## src/rtl/demux_scheduler.sv

```systemverilog
// demux_scheduler: round-robin sequencer that feeds 4-bit symbols of one
// frame into NUM_LANES demux lanes through a one-slot hold register.
// Lane order is strict; a stalled lane holds up the whole frame.

// One lane's strobe: high while the held symbol is addressed to this lane.
module demux_lane_strobe #(
   parameter int SEL_W = 3,
   parameter int LANE  = 0
) (
   input  logic             inHoldValid,
   input  logic [SEL_W-1:0] inSel,
   output logic             outStrobe
);
   assign outStrobe = inHoldValid && (inSel == SEL_W'(LANE));
endmodule

module demux_scheduler #(
   parameter int NUM_LANES = 8,
   parameter int SEL_W     = 3,
   parameter int DATA_W    = 4,
   parameter int LEN_W     = 8
) (
   input  logic                 inClk,
   input  logic                 inRstN,
   input  logic                 inStart,
   input  logic [LEN_W-1:0]     inLen,
   input  logic [DATA_W-1:0]    inData,
   input  logic                 inValid,
   output logic                 outReady,
   input  logic [NUM_LANES-1:0] inLaneReady,
   output logic [SEL_W-1:0]     outSel,
   output logic [DATA_W-1:0]    outData,
   output logic [NUM_LANES-1:0] outLaneValid,
   output logic                 outBusy,
   output logic                 outDone
);

   typedef enum logic [1:0] {IDLE, RUN, DONE} stateT;

   localparam logic [SEL_W-1:0] LAST_LANE = SEL_W'(NUM_LANES - 1);

   stateT                 stateQ, stateD;
   logic                  holdValid;
   logic [SEL_W-1:0]      ptr;
   logic [LEN_W-1:0]      rem;
   logic [2**SEL_W-1:0]   laneReadyPad;
   logic                  drain;
   logic                  accept;

   // Widen per-lane ready to the full select range so outSel always indexes a real bit
   always_comb begin
      laneReadyPad                  = '0;
      laneReadyPad[NUM_LANES-1:0]   = inLaneReady;
   end

   assign drain  = holdValid && laneReadyPad[outSel];
   assign accept = inValid && outReady;

   // FSM state register
   always_ff @(posedge inClk or negedge inRstN) begin
      if (!inRstN) stateQ <= IDLE;
      else         stateQ <= stateD;
   end

   // FSM next state: a frame ends once nothing is left to accept and the slot empties
   always_comb begin
      stateD = stateQ;
      case (stateQ)
         IDLE:    if (inStart) stateD = (inLen != '0) ? RUN : DONE;
         RUN:     if (rem == '0 && (!holdValid || drain)) stateD = DONE;
         DONE:    stateD = IDLE;
         default: stateD = IDLE;
      endcase
   end

   // FSM outputs: accept whenever the slot is free or is being emptied this cycle
   always_comb begin
      outBusy  = (stateQ == RUN);
      outDone  = (stateQ == DONE);
      outReady = (stateQ == RUN) && (rem != '0) && (!holdValid || drain);
   end

   // Hold slot, lane pointer and remaining count; refill on drain gives no bubble
   always_ff @(posedge inClk or negedge inRstN) begin
      if (!inRstN) begin
         holdValid <= 1'b0;
         outData   <= '0;
         outSel    <= '0;
         ptr       <= '0;
         rem       <= '0;
      end else begin
         if (stateQ == IDLE && inStart) begin
            ptr <= '0;
            rem <= inLen;
         end
         if (accept) begin
            outData   <= inData;
            outSel    <= ptr;
            holdValid <= 1'b1;
            ptr       <= (ptr == LAST_LANE) ? '0 : ptr + 1'b1;
            rem       <= rem - 1'b1;
         end else if (drain) begin
            holdValid <= 1'b0;
         end
      end
   end

   // One strobe instance per lane
   for (genvar i = 0; i < NUM_LANES; i++) begin : gLane
      demux_lane_strobe #(.SEL_W(SEL_W), .LANE(i)) uStrobe (
         .inHoldValid(holdValid),
         .inSel      (outSel),
         .outStrobe  (outLaneValid[i])
      );
   end

endmodule

```

## config.mk

```make
export PLATFORM = sky130hd
export DESIGN_NAME = demux_scheduler
export DESIGN_NICKNAME = d
export VERILOG_FILES = /design/src/rtl/demux_scheduler.sv
export SDC_FILE = /design/constraint.sdc
export NUM_CORES = 1
export LEC_CHECK = 0
export CAP_MARGIN = 20
export CORE_MARGIN = 2
export CORE_UTILIZATION = 41
export CTS_BUF_LIST = sky130_fd_sc_hd__clkbuf_8
export CTS_CLUSTER_SIZE = 8
export DETAILED_ROUTE_END_ITERATION = 10
export GPL_ROUTABILITY_DRIVEN = 0
export PLACE_DENSITY = 0.72
export SLEW_MARGIN = 10
export SYNTH_ARGS = -nofsm -noshare
export SYNTH_HDL_FRONTEND = slang
export SYNTH_SLANG_ARGS = --single-unit
export TNS_END_PERCENT = 1
```

## constraint.sdc

```tcl
create_clock -name inClk -period 5.7 [get_ports inClk]
set_clock_uncertainty 0.2 [all_clocks]
set_input_delay 0.855 -clock inClk [delete_from_list [all_inputs] [get_ports inClk]]
set_output_delay 0.855 -clock inClk [all_outputs]
set_load 0.03 [all_outputs]
```

### After elaboration in Yosys (flattened, before gate mapping)

Index checks and enable logic that the tools add are counted.

* flip-flop bits (word level): 21
* bits in read-only memories: 0
* bits of input ports: 24
* latch bits: 0
* memories: 0
* logic and storage cells: 58
* output and inout bits: 18
* bits in writable memories: 0

* reduce and logical (&&, ||, !) cells: 24
* mux-type cells: 13
* div/mod/pow operators: 0
* order comparisons: 1
* bitwise gates (word level): 0
* eq/ne operators: 12
* add/subtract/negate cells: 2
* multiply operators: 0
* shift operators: 0

Operator list (count)
* $mux 8: 2
* $reduce_bool 8->1: 2
* $eq 3x3->1 const B: 5
* $logic_and 1x1->1: 14
* $mux 3: 3
* $logic_not 8->1: 1
* $sub 8x1->8 const B: 1
* $eq 3x2->1 const B: 2
* $mux 2: 3
* $lt 3x4->1 const B: 1
* $pmux 2 s2: 1
* $reduce_bool 2->1: 2
* $add 3x1->3 const B: 1
* $bmux 1 s3: 1
* $eq 3x1->1 const B: 1
* $logic_not 3->1: 1
* $mux 1: 3
* $eq 2x1->1 const B: 1
* $eq 2x2->1 const B: 1
* $logic_not 2->1: 1
* $ne 2x1->1 const B: 1
* $ne 2x2->1 const B: 1
* $reduce_and 2->1: 1
* $logic_not 1->1: 1
* $logic_or 1x1->1: 1

### Depth between registers and ports, before layout

Gate-level depths: netlist of run 1.

* depth after elaboration: 7
* gate-level depth with buffers: 7
* gate-level depth less buffers: 7

### By module

From an unflattened synthesis of run 1, not the netlist that was laid out.

* cells, all modules: 111
* area, all modules: 1243.7 µm²

Modules (own cells, without submodules)
* demux_scheduler: sequential area each 525.5 µm², cells each 103, area an instance 1152.4 µm², times used 1
* demux_lane_strobe (gLane[1].uStrobe ...): sequential area each 0.0 µm², cells each 1, area an instance 12.5 µm², times used 3
* demux_lane_strobe (gLane[3].uStrobe ...): sequential area each 0.0 µm², cells each 1, area an instance 10.0 µm², times used 3
* demux_lane_strobe (gLane[0].uStrobe): sequential area each 0.0 µm², cells each 1, area an instance 15.0 µm², times used 1
* demux_lane_strobe (gLane[7].uStrobe): sequential area each 0.0 µm², cells each 1, area an instance 8.8 µm², times used 1

### Worst setup path before layout of run 1

No wires, ideal clock.

* kind: input -> output
* from: input inLaneReady[2]
* to: output outReady
* arrival: 1827 ps
* required time: 4645 ps
* path buffers: 0
* slack: 2818 ps
* stages: 3
* cell sequence: mux2_2 > o32ai_4 > nor3_1

* cells in the longest elaborated chain, start to end: 5

Ends and longest elaborated chain
* start, declared: RTL line 30 `input logic [NUM_LANES-1:0] inLaneReady,`
* $bmux 1 s3: RTL line 56 `assign drain = holdValid && laneReadyPad[outSel];`
* $mux 1 (not written as such): RTL line 56
* $logic_and 1x1->1: RTL line 56
* $logic_or 1x1->1: RTL line 80 `outReady = (stateQ == RUN) && (rem != '0) && (!holdValid || drain);`
* $logic_and 1x1->1: RTL line 80
* end, declared: RTL line 29 `output logic outReady,`

Every way passes these cells. The select of a mux whose other input is x is not followed.

### Worst setup path in the final report of run 1

* from: input inLaneReady[4]
* to: output outReady

Same word-level chain as after synthesis.

==> results.tsv, run 1 <==
metric	value	unit
period utilization	63.8	%
Worst setup SP type	input pin	
Tightest Hold Check Type	reg2reg	
Worst Tran Pin Value	0.945	ns
Vias per Instance	5.48	
peak supply drop	0.000280	V
Hold Slack	0.296	ns
Die Span Y	61.3	um
Post-Route Utilization	57.7	%
Worst R2R Start	outSel[1]	
largest family of logic cells by synthesized area	simple AND/OR/NAND/NOR gates	
Lkg Pwr	0.750	nW
final WL	3050	um
total congestion overflow	0	
post-synthesis cell count	136	
drt first pass iters	4	
Simple-Gate Fraction of Synth Area	20.8	%
power per cell area	514	mW/mm2
Port Buf Inserts	41	
status	completed	
via count	1173	
first-pass GRT wire length	4950	um
worst path bufs/invs	2	
critical path class	in2out	
CP cell instances	clkdlybuf4s50_1 -> mux2_4 -> o32ai_4 -> nor3_1 -> clkdlybuf4s50_1	
antenna violations before repair	0	
total number of H-tree levels	1	
Yosys reg bits	21	
vias in the first global route	1153	
wire per inst	14.3	um
Setup Slack @ Placement	2.07	ns
max-slew violations	0	
final setup fails	0	
Die Wd	61.3	um
number of stages on the worst setup path	5	
CTS Buf Count	3	
complex-gate fraction of the synthesized area	18.2	%
path depth of the worst reg2reg path	6	
Netlist Area Pre-Place	0.00134	mm2
Placeable Area	0.00308	mm2
Yosys Warn Count	0	
Tot GR Track Use	17.8	%
Synth Flop Type	dfrtp_1	
hold_sp	outData[1]	
max-cap viol count	0	
Reg clk slew, reported paths	0.08	ns
Clock Tree Root	clkbuf_8	
Skew-Pair Late Insertion Delay	0.26	ns
worst hold path cell count	1	
diode count	0	
TNS Setup	0	ns
post-synthesis mux area share	9.78	%
Final Hold Fails	0	
Longest Clk Path Bufs	2	
Initial Utilization	43.7	%
Max stage delay on crit path	0.61	ns
CP most frequent cell	clkdlybuf4s50_1	
Worst Path Max Fanout	5	
Row Count	20	
FMAX	275	MHz
post-DP HPWL	2320	um
number of enable flip-flop cells after synthesis	0	
Antenna Nets Post-Route	0	
Synth cell types	40	
pin count of the biggest net entering global routing	28	
Slew headroom	36.8	%
top cells by area, synth	dfrtp_1 39%, mux2_1 5.9%, buf_4 5.0%	
final setup margin	2.06	ns
share of Yosys cell area claimed by the top area cell type	39.1	%
R2R Setup Slk	3.30	ns
RSZ-0062 raised after global routing	false	
CP required	4.64	ns
Crit path max-delay family	buffers and inverters	
nets	199	
post-synthesis xor/xnor area fraction	0	%
Synth area leader	dfrtp_1	
DIE AREA	0.00375	mm2
Mapped Nets	164	
nature of the critical path endpoint	primary output	
worst hold path endpoint	outData[1]	
Iteration-0 DRC Markers	54	
hold_buf cts	0	
# IOs	42	
Critical Path AT	2.58	ns
drc violations	0	
Pwr Total	0.912	mW
Final min period	3.64	ns
Post-Synth Adder-Cell Area	3.72	%
total clock sinks	21	
RR Endpoint	rem[7]	
syn avg cell area	9.88	um2
Post-synth ARST share	100	%
post_cts resized	0	
TritonCTS clock tree	done	
sequential-to-total area share from yosys stat	39.1	%
Syn-to-layout area delta	32.1	%
layout cell share with drive strength beyond 1	7.65	%
Setup Fix Bufs, Post-CTS	0	
Worst path slowest cell	clkdlybuf4s50_1	
[power by group]
part / switching [mW] / internal [mW] / total (mW) / leakage (nW)
clock: 0.0485 / 0.0487 / 0.0971 / 0.0255
combinational: 0.288 / 0.235 / 0.523 / 0.467
sequential: 0.0744 / 0.218 / 0.292 / 0.258
total: 0.411 / 0.501 / 0.912 / 0.750
[worst reg2reg max path, delay by kind of cell, from the launching register on]
kind / cells / cell delay [ns]
AO/OA/AOI/OAI: 2 / 0.69
multiplexers: 1 / 0.35
AND/OR/NAND/NOR: 2 / 0.30
flip-flops: 1 / 0.52
buffers and inverters: 1 / 0.23
[area by class of cell]
| cell class | count | area (um2) |
|---|---|---|
| clock inverter | 1 | 5.00 |
| sequential | 21 | 526 |
| multi-input combinational | 96 | 704 |
| timing repair buffer | 42 | 418 |
| clock buffer | 3 | 41.3 |
| fill | 286 | 1300 |
| inverter | 7 | 26.3 |
| tap | 44 | 55.1 |
[metal layers]
metal,GRT usage (%),routed length (um),part of all wire (%),vias to the layer above
met3,4.41,293,9.6,6
met1,20.7,1260,41,553
met4,9.01,51,1.7,0
met5,0,0,0,-
li1,-,-,-,556
met2,30.4,1450,47,58
[sequential cells by signal, indices dropped and copies added (netlist names)]
name,flops
holdValid,1
outData,4
outSel,3
ptr,3
rem,8
stateQ,2
[cells in the mapped netlist, drive strengths merged, types with 2 or more instances]
master / n
dfrtp: 21
nor4: 3
nand3b: 3
ha: 4
a21oi: 5
and3: 2
a21o: 2
inv: 7
or4: 2
nor3: 7
o21ai: 3
a221o: 3
mux2: 11
o32ai: 2
buf: 11
nor2: 16
a211oi: 2
nand2b: 6
nand2: 10
[logic make-up after synthesis]
family / after synthesis
simple gates: 54
mux: 11
fa+ha+maj: 4
buf+inv: 19
flops: 21
compound gates: 27
[stage by stage]
step                instances  area, um2
floorplan                 136       1340
global placement          210       1730
detailed placement        210       1730
CTS                       214       1780
global route              214       1780
finish                    214       1780
[cells in the final DEF, fill, tap and decap left out, drive strengths merged, types with 3 or more instances in the layout]
cell type      count
nand2b             6
o21ai              3
a21oi              5
mux2              11
clkdlybuf4s50     41
nor2              16
nand3b             3
inv                7
dfrtp             21
nand2             10
ha                 4
clkbuf             3
nor4               3
nor3               7
a221o              3
[how the worst max path moves through the flow]
| stage | startpoint | to | slack [ns] |
|---|---|---|---|
| 2_1_floorplan | inLaneReady[2] | outReady | 2.82 |
| 3_3_place_gp | inLaneReady[1] | outReady | 2.08 |
| 3_5_place_dp | inLaneReady[4] | outReady | 2.07 |
| 4_1_cts | inLaneReady[4] | outReady | 2.06 |
| 5_1_grt | inLaneReady[4] | outReady | 2.00 |
| 6_report | inLaneReady[4] | outReady | 2.06 |
Note: power is estimated with default switching activity, not from simulation.
==> run 2: changes to the inputs <==
==> constraint.sdc (replaced) <==
create_clock -name inClk -period 3.8 [get_ports inClk]
set_clock_uncertainty 0.2 [all_clocks]
set_input_delay 0.57 -clock inClk [delete_from_list [all_inputs] [get_ports inClk]]
set_output_delay 0.57 -clock inClk [all_outputs]
set_load 0.03 [all_outputs]
==> run 2 against run 1 <==
- combinational power rose by 50%
- sequential power rose by 50%
- register-to-register slack got worse by 1.9 ns
- global-route usage fell by 0.27 points
- worst hold slack got worse by 0.0065 ns
- count of clock-buffer cells in the layout did not move
- clock power rose by 51%
- design area did not move
- die area did not move
- critical endpoint unchanged
- largest cell class unchanged
==> results.tsv, run 2 (same netlist as run 1, synthesis figures left out) <==
metric	value	unit
status	completed	
max-slew violations	0	
diode count	0	
Tightest Hold Check Type	reg2reg	
Vias per Instance	5.42	
Clock Tree Root	clkbuf_8	
TNS Setup	0	ns
final setup margin	0.701	ns
peak supply drop	0.000388	V
Tot GR Track Use	17.5	%
largest register by flop count	rem	
vias in the first global route	1071	
total number of H-tree levels	1	
pin count of the biggest net entering global routing	28	
# IOs	42	
CP cell instances	clkdlybuf4s50_1 -> mux2_4 -> o32ai_4 -> nor3_1 -> clkdlybuf4s50_1	
wire per inst	14.3	um
via count	1160	
Final min period	3.10	ns
power per cell area	771	mW/mm2
CP most frequent cell	clkdlybuf4s50_1	
Worst path slowest cell	clkdlybuf4s50_1	
Longest Clk Path Bufs	2	
Initial Utilization	43.7	%
Worst Path Max Fanout	5	
final WL	3060	um
max-cap viol count	0	
Lkg Pwr	0.750	nW
post_cts resized	0	
# fillers	283	
final setup fails	0	
Row Count	20	
post-DP HPWL	2330	um
total congestion overflow	0	
critical path class	in2out	
Syn-to-layout area delta	32.1	%
layout cell share with drive strength beyond 1	7.65	%
DIE AREA	0.00375	mm2
Setup Slack @ Placement	0.687	ns
CTS Buf Count	3	
drc violations	0	
Worst Tran Pin Value	0.914	ns
TritonCTS clock tree	done	
FMAX	323	MHz
drt first pass iters	4	
Worst setup SP type	input pin	
Setup Fix Bufs, Post-CTS	0	
most frequent cells in the layout	41 x clkdlybuf4s50_1, 21 x dfrtp_1, 16 x nor2_1	
Iteration-0 DRC Markers	59	
Die Wd	61.3	um
first-pass GRT wire length	4800	um
Port Buf Inserts	41	
biggest regs	rem x8, outData x4	
Die Span Y	61.3	um
total clock sinks	21	
max reg flops	8	
Max stage delay on crit path	0.60	ns
Critical Path AT	2.33	ns
hold_buf cts	0	
Antenna Nets Post-Route	0	
Skew-Pair Late Insertion Delay	0.26	ns
Reg clk slew, reported paths	0.08	ns
nets	199	
Placeable Area	0.00308	mm2
nature of the critical path endpoint	primary output	
Final Hold Fails	0	
antenna violations before repair	0	
Slew headroom	38.9	%
CP required	3.03	ns
RSZ-0062 raised after global routing	false	
Post-Route Utilization	57.7	%
period utilization	81.5	%
commonest non-fill, non-tap cell in the layout	clkdlybuf4s50_1	
run 2: final timing paths:
| kind | depth (start not counted) | end | slack, ns | startpoint |
|---|---|---|---|---|
| setup / recovery | 5 | outReady | 0.70 | inLaneReady[1] |
| hold / removal | 1 | outData[2] | 0.29 | outData[2] |
| setup reg to reg | 6 | rem[7] | 1.38 | outSel[1] |
| hold reg to reg | 1 | outData[2] | 0.29 | outData[2] |
| max in group asynchronous | 1 | stateQ[0] | 2.23 | inRstN |
| min in group asynchronous | 1 | rem[5] | 0.62 | inRstN |
run 2: metrics by stage:
stage               std cells  instance area [um2]  total power [mW]  hold WS, ns
floorplan                 136                 1340             0.994       0.0744
global placement          210                 1730              1.20        0.268
detailed placement        210                 1730              1.23        0.278
CTS                       214                 1780              1.38        0.301
global route              214                 1780              1.47        0.325
finish                    214                 1780              1.37        0.290
run 2: worst max-delay path, delay by kind of cell:
| kind | cells | cell delay [ns] |
|---|---|---|
| multiplexers | 1 | 0.29 |
| AO/OA/AOI/OAI | 1 | 0.34 |
| buffers and inverters | 2 | 1.02 |
| AND/OR/NAND/NOR | 1 | 0.10 |
run 2: power by group:
part	internal, mW	switching [mW]	total (mW)
combinational	0.352	0.432	0.784
sequential	0.326	0.111	0.437
clock	0.0731	0.0742	0.147
total	0.751	0.617	1.37
run 2: cell type report:
type,count,area (um2),area share [%]
Multi-Input combinational cell,96,704,39.7
Clock inverter,1,5.00,0.282
Clock buffer,3,41.3,2.33
Tap cell,44,55.1,3.10
Inverter,7,26.3,1.48
Sequential cell,21,526,29.6
Timing Repair Buffer,42,418,23.5
run 2: per-layer routing:
layer / wire length, um / GRT usage, % / vias up
met4: 70 / 8.07 / 0
met2: 1390 / 29.8 / 52
met1: 1350 / 22.6 / 543
li1: - / - / 558
met3: 250 / 1.68 / 7
met5: 0 / 0 / -
